### config.mk
export PLATFORM = sky130hd
export DESIGN_NAME = multi_digit_adder_display
export DESIGN_NICKNAME = d
export VERILOG_FILES = /design/src/rtl/multi_digit_adder_display_pkg.sv /design/src/rtl/multi_digit_adder_display_hex_to_7seg.sv /design/src/rtl/multi_digit_adder_display.sv
export SDC_FILE = /design/constraint.sdc
export NUM_CORES = 1
export LEC_CHECK = 0
export CAP_MARGIN = 40
export CORE_MARGIN = 5
export CORE_UTILIZATION = 60
export CTS_BUF_LIST = sky130_fd_sc_hd__clkbuf_4
export CTS_CLUSTER_SIZE = 14
export DETAILED_ROUTE_END_ITERATION = 12
export PLACE_DENSITY = 0.93
export SLEW_MARGIN = 5
export SYNTH_ARGS = -nofsm -noshare
export SYNTH_HDL_FRONTEND = slang
export SYNTH_SLANG_ARGS = --single-unit
### constraint.sdc
create_clock -name clock -period 4.9 [get_ports clock]
set_input_delay 1.225 -clock clock [delete_from_list [all_inputs] [get_ports clock]]
set_output_delay 1.225 -clock clock [all_outputs]
set_load 0.01 [all_outputs]
### src/rtl/multi_digit_adder_display_pkg.sv
// Shared definitions for the multi-digit add/subtract display unit.
//   PH_*       encodings driven on the phase output
//   SEG_BLANK  active-low 7-segment code with every segment off
//   state_t    FSM state type; its encoding is the phase output encoding
package multi_digit_adder_display_pkg;

    localparam logic [1:0] PH_ENTER_A = 2'd0;
    localparam logic [1:0] PH_ENTER_B = 2'd1;
    localparam logic [1:0] PH_SHOW    = 2'd2;

    localparam logic [6:0] SEG_BLANK  = 7'h7F;

    typedef enum logic [1:0] {
        ST_ENTER_A = PH_ENTER_A,
        ST_ENTER_B = PH_ENTER_B,
        ST_SHOW    = PH_SHOW
    } state_t;

endpackage

### src/rtl/multi_digit_adder_display_hex_to_7seg.sv
// Hex nibble to active-low 7-segment decoder.
//   nibble  in   4   value 0..F
//   seg     out  7   bit6..0 = g..a, 0 lights the segment
module hex_to_7seg
    import multi_digit_adder_display_pkg::*;
(
    input  logic [3:0] nibble,
    output logic [6:0] seg
);

    always_comb begin
        seg = SEG_BLANK;
        case (nibble)
            4'h0: seg = 7'b1000000;
            4'h1: seg = 7'b1111001;
            4'h2: seg = 7'b0100100;
            4'h3: seg = 7'b0110000;
            4'h4: seg = 7'b0011001;
            4'h5: seg = 7'b0010010;
            4'h6: seg = 7'b0000010;
            4'h7: seg = 7'b1111000;
            4'h8: seg = 7'b0000000;
            4'h9: seg = 7'b0010000;
            4'hA: seg = 7'b0001000;
            4'hB: seg = 7'b0000011;
            4'hC: seg = 7'b1000110;
            4'hD: seg = 7'b0100001;
            4'hE: seg = 7'b0000110;
            4'hF: seg = 7'b0001110;
            default: seg = SEG_BLANK;
        endcase
    end

endmodule

### src/rtl/multi_digit_adder_display.sv
// Sequential add/subtract unit with a debounced entry key and hex display.
// Operand A and then operand B are latched from the switches on successive
// key presses; the sum/difference and carry/borrow are then shown.
//   clock      in   1         system clock
//   reset      in   1         asynchronous, active-high
//   k          in   1         raw bouncy key, active-high
//   in         in   W         operand switches
//   mode       in   1         0 = add, 1 = subtract (sampled with B)
//   seg_sum    out  7*NDIG    hex digits, LSD on bits [6:0], active-low
//   seg_carry  out  7         carry/borrow digit, blank while entering
//   phase      out  2         0 = ENTER_A, 1 = ENTER_B, 2 = SHOW
//   done       out  1         high in SHOW
//
// state      | meaning
// ENTER_A    | waiting for a press to latch operand A
// ENTER_B    | A held; next press latches B and computes the result
// SHOW       | result displayed; next press latches a new A
module multi_digit_adder_display
    import multi_digit_adder_display_pkg::*;
#(
    parameter int W         = 8,
    parameter int DB_CYCLES = 1000000
) (
    input  logic                  clock,
    input  logic                  reset,
    input  logic                  k,
    input  logic [W-1:0]          in,
    input  logic                  mode,
    output logic [7*(W/4)-1:0]    seg_sum,
    output logic [6:0]            seg_carry,
    output logic [1:0]            phase,
    output logic                  done
);

    localparam int NDIG = W / 4;
    localparam int CW   = $clog2(DB_CYCLES + 1);
    localparam logic [CW-1:0] CNT_LAST = CW'(DB_CYCLES - 1);

    // ---------------- key synchroniser and debounce ----------------
    logic          k_meta;
    logic          k_sync;
    logic          k_filt;
    logic          k_filt_d;
    logic [CW-1:0] db_cnt;
    logic          press;

    // The counter clears on the cycle the filtered level flips, so it never
    // runs past CNT_LAST and cannot wrap.
    always_ff @(posedge clock or posedge reset) begin
        if (reset) begin
            k_meta   <= 1'b0;
            k_sync   <= 1'b0;
            k_filt   <= 1'b0;
            k_filt_d <= 1'b0;
            db_cnt   <= '0;
        end else begin
            k_meta   <= k;
            k_sync   <= k_meta;
            k_filt_d <= k_filt;
            if (k_sync == k_filt) begin
                db_cnt <= '0;
            end else if (db_cnt >= CNT_LAST) begin
                k_filt <= k_sync;
                db_cnt <= '0;
            end else begin
                db_cnt <= db_cnt + 1'b1;
            end
        end
    end

    assign press = k_filt & ~k_filt_d;

    // ---------------- FSM ----------------
    state_t state;
    state_t state_next;
    logic   load_a;
    logic   load_res;
    logic   clear_res;

    always_ff @(posedge clock or posedge reset) begin
        if (reset) state <= ST_ENTER_A;
        else       state <= state_next;
    end

    always_comb begin
        state_next = state;
        load_a     = 1'b0;
        load_res   = 1'b0;
        clear_res  = 1'b0;
        case (state)
            ST_ENTER_A: begin
                if (press) begin
                    load_a     = 1'b1;
                    state_next = ST_ENTER_B;
                end
            end
            ST_ENTER_B: begin
                if (press) begin
                    load_res   = 1'b1;
                    state_next = ST_SHOW;
                end
            end
            ST_SHOW: begin
                if (press) begin
                    load_a     = 1'b1;
                    clear_res  = 1'b1;
                    state_next = ST_ENTER_B;
                end
            end
            default: state_next = ST_ENTER_A;
        endcase
    end

    // ---------------- datapath ----------------
    // B is consumed straight from the switches on the press that latches it;
    // only the computed result and carry need to be held afterwards.
    logic [W-1:0] a_reg;
    logic [W-1:0] result;
    logic         carry;
    logic [W:0]   calc;

    always_comb begin
        if (mode) calc = {(a_reg < in), W'(a_reg - in)};
        else      calc = {1'b0, a_reg} + {1'b0, in};
    end

    always_ff @(posedge clock or posedge reset) begin
        if (reset) begin
            a_reg  <= '0;
            result <= '0;
            carry  <= 1'b0;
        end else begin
            if (load_a) a_reg <= in;
            if (load_res) begin
                result <= calc[W-1:0];
                carry  <= calc[W];
            end else if (clear_res) begin
                result <= '0;
                carry  <= 1'b0;
            end
        end
    end

    // ---------------- display ----------------
    logic         show;
    logic [W-1:0] disp_val;
    logic [6:0]   carry_code;

    assign show     = (state == ST_SHOW);
    assign disp_val = show ? result : in;

    for (genvar g = 0; g < NDIG; g++) begin : g_digit
        hex_to_7seg u_dig (
            .nibble (disp_val[4*g +: 4]),
            .seg    (seg_sum[7*g +: 7])
        );
    end

    hex_to_7seg u_carry (
        .nibble ({3'b000, carry}),
        .seg    (carry_code)
    );

    assign seg_carry = show ? carry_code : SEG_BLANK;
    assign phase     = state;
    assign done      = show;

endmodule

==> results_dict.tcl <==
set metrics [dict create \
    crit_family "buffers and inverters" \
    cp_cell_sequence "clkdlybuf4s50_1, inv_1, nor2_1, a21oi_2, buf_4, ha_1, mux4_2, clkdlybuf4s50_1" \
    critPathMaxStageDelay_ns 0.55 \
    start_util_pct 60.9 \
    die_x_um 81.6 \
    num_antenna_cells 0 \
    fin_nets 417 \
    antenna_found_initial 0 \
    grt_max_degree 44 \
    largest_reg_flops 20 \
    drt_iter0_markers 118 \
    start_kind "input pin" \
    min_period_over_period_pct 96.7 \
    numCtsBuffers 5 \
    power.leakage_nw 1.70 \
    worst_slew_pin_slew_ns 0.904 \
    synth_area_mm2 0.00307 \
    hold_violations 0 \
    area_growth_pct 14.6 \
    cts_tree "done" \
    timing.hold.ws_ns 0.360 \
    hp-class "flip-flop to flip-flop" \
    first_pass_iters 4 \
    dp_hpwl_um 4940 \
    rows 26 \
    ys_ff_latch 43 \
    grt_overflow_total 0 \
    die_h_um 81.6 \
    setup_tns_ns 0 \
    port_buffers 34 \
    status "finished clean" \
    final.min_clock_period_ns 4.74 \
    fmax_mhz 211 \
    slowest_stage "clkdlybuf4s50_1" \
    syn-num-nets 383 \
    peakVddDrop_mv 0.150 \
    place.gp.congestion 0.927 \
    place_area_mm2 0.00347 \
    synth_edf_count 0 \
    worst-path-buf-inv 4 \
    critPathMostFrequentCell "clkdlybuf4s50_1" \
    postSynthAreaPerCell_um2 9.03 \
    layout_common_cells "44 x nor2_1, 43 x dfrtp_1, 34 x clkdlybuf4s50_1" \
    grt_pass1_wl_um 10900 \
    power_w 0.000643 \
    via_per_inst 5.69 \
    rsz0062_at_grt "no" \
    criticalPathCategory "input pin to output pin" \
    drv_cap 0 \
    drc 0 \
    cts.sinks 43 \
    synthCells 340 \
    pin_count 36 \
    fin_skew_ns 0.00859 \
    clock_latency_ns 0.36 \
    async_flop_share_pct 100 \
    slew_viol_final 0 \
    design_area_mm2 0.00352 \
    cp.required_ns 3.67 \
    ys_seq_area_share_pct 35.0 \
    htreeDepth 2 \
    slew_headroom_pct 39.6 \
    ys_warn_count 0 \
    synth_flop_cell "dfrtp_1" \
    cts_setup_buffers 0 \
    cts.path.max_buffers 2 \
    dr_total_vias 2525 \
    routed_wl_um 6410 \
    ant_nets 0 \
    cp-end-kind "output pin" \
    path_clk_slew_ns 0.11 \
    grt_usage_pct 20.8 \
    cts_root_buf "clkbuf_4" \
    layout-drive-gt1-share_pct 8.02 \
    mostFrequentLayoutCell "nor2_1" \
    coreArea_mm2 0.00504 \
    setup_violations 0 \
    cts_hold_buf 0 \
    die-area_mm2 0.00665 \
    power_density_mw_per_mm2 183 \
    grt_pass1_vias 2470 \
    synth.distinct_cells 48 \
    cp.arrival_ns 3.51 \
    crit_fanout 5 \
    drt-wirelength-per-cell_um 14.4 \
]
[where the power goes]
part           total (W)  internal [W]  switching (W)
clock network   0.000161     0.0000509       0.000110
registers       0.000360      0.000358     0.00000239
logic           0.000122     0.0000563      0.0000661
total           0.000643      0.000465       0.000178
[timing repair]
action                     CTS  global route
setup endpoints to repair    0             3
hold endpoints to repair     0             0
gates resized for setup      0             2
[cell usage after synthesis, types with 4 or more instances]
master	n	area (µm²)
nand3_1	12	60.1
o21ai_0	21	105
and3_1	7	43.8
dfrtp_1	43	1080
clkbuf_1	6	22.5
a32o_1	4	40.0
nor2b_1	6	37.5
mux2i_1	6	60.1
xnor2_1	14	123
buf_4	5	37.5
ha_1	29	363
mux2_2	11	124
inv_1	24	90.1
a21oi_1	13	65.1
nor2_1	44	165
xor2_1	9	78.8
a211oi_1	6	45.0
nand2b_1	6	37.5
nand2_1	32	120
[layer usage]
| layer | vias up | global-route usage (%) | share of wire, % |
|---|---|---|---|
| li1 | 1233 | - | - |
| met1 | 1234 | 25.3 | 43 |
| met2 | 45 | 37.1 | 51 |
| met3 | 13 | 3.73 | 3.6 |
| met4 | 0 | 6.59 | 1.9 |
| met5 | - | 0 | 0 |
[cell families after synthesis]
group | after synthesis | synth area share [%]
multiplexers | 19 | 7.09
flip-flops | 43 | 35.0
other | 1 | 0.122
adder cells (fa/ha/maj) | 31 | 13.1
AO/OA/AOI/OAI | 70 | 15.4
XOR/XNOR | 23 | 6.56
AND/OR/NAND/NOR | 116 | 17.3
buffers and inverters | 37 | 5.38
[layout make-up]
cell class                 instances  area (µm²)
multi-input combinational        260        1840
fill                             383        1520
sequential                        43        1080
timing repair buffer              39         378
inverter                          25        93.8
tap                               70        87.6
clock buffer                       5        37.5
clock inverter                     2        8.76
[per-stage QoR]
step	util, %	instances	worst slack (ns)
2_1_floorplan	-	340	1.15
3_3_place_gp	68.7	437	0.171
3_5_place_dp	68.7	437	0.103
4_1_cts	69.7	444	0.100
5_1_grt	69.8	444	0.0925
6_report	69.8	444	0.163
[path summary, 6_finish.rpt]
| path | from | to | slack, ns | cells after the start |
|---|---|---|---|---|
| max | in[1] | seg_sum[3] | 0.16 | 8 |
| min | k_meta | k_sync | 0.36 | 0 |
| min reg2reg | k_meta | k_sync | 0.36 | 0 |
| max in group asynchronous | reset | k_meta | 3.26 | 3 |
| max reg2reg | db_cnt[12] | k_filt | 2.54 | 6 |
| min in group asynchronous | reset | db_cnt[2] | 1.28 | 3 |
No activity file was read; power rests on OpenSTA's default activity.
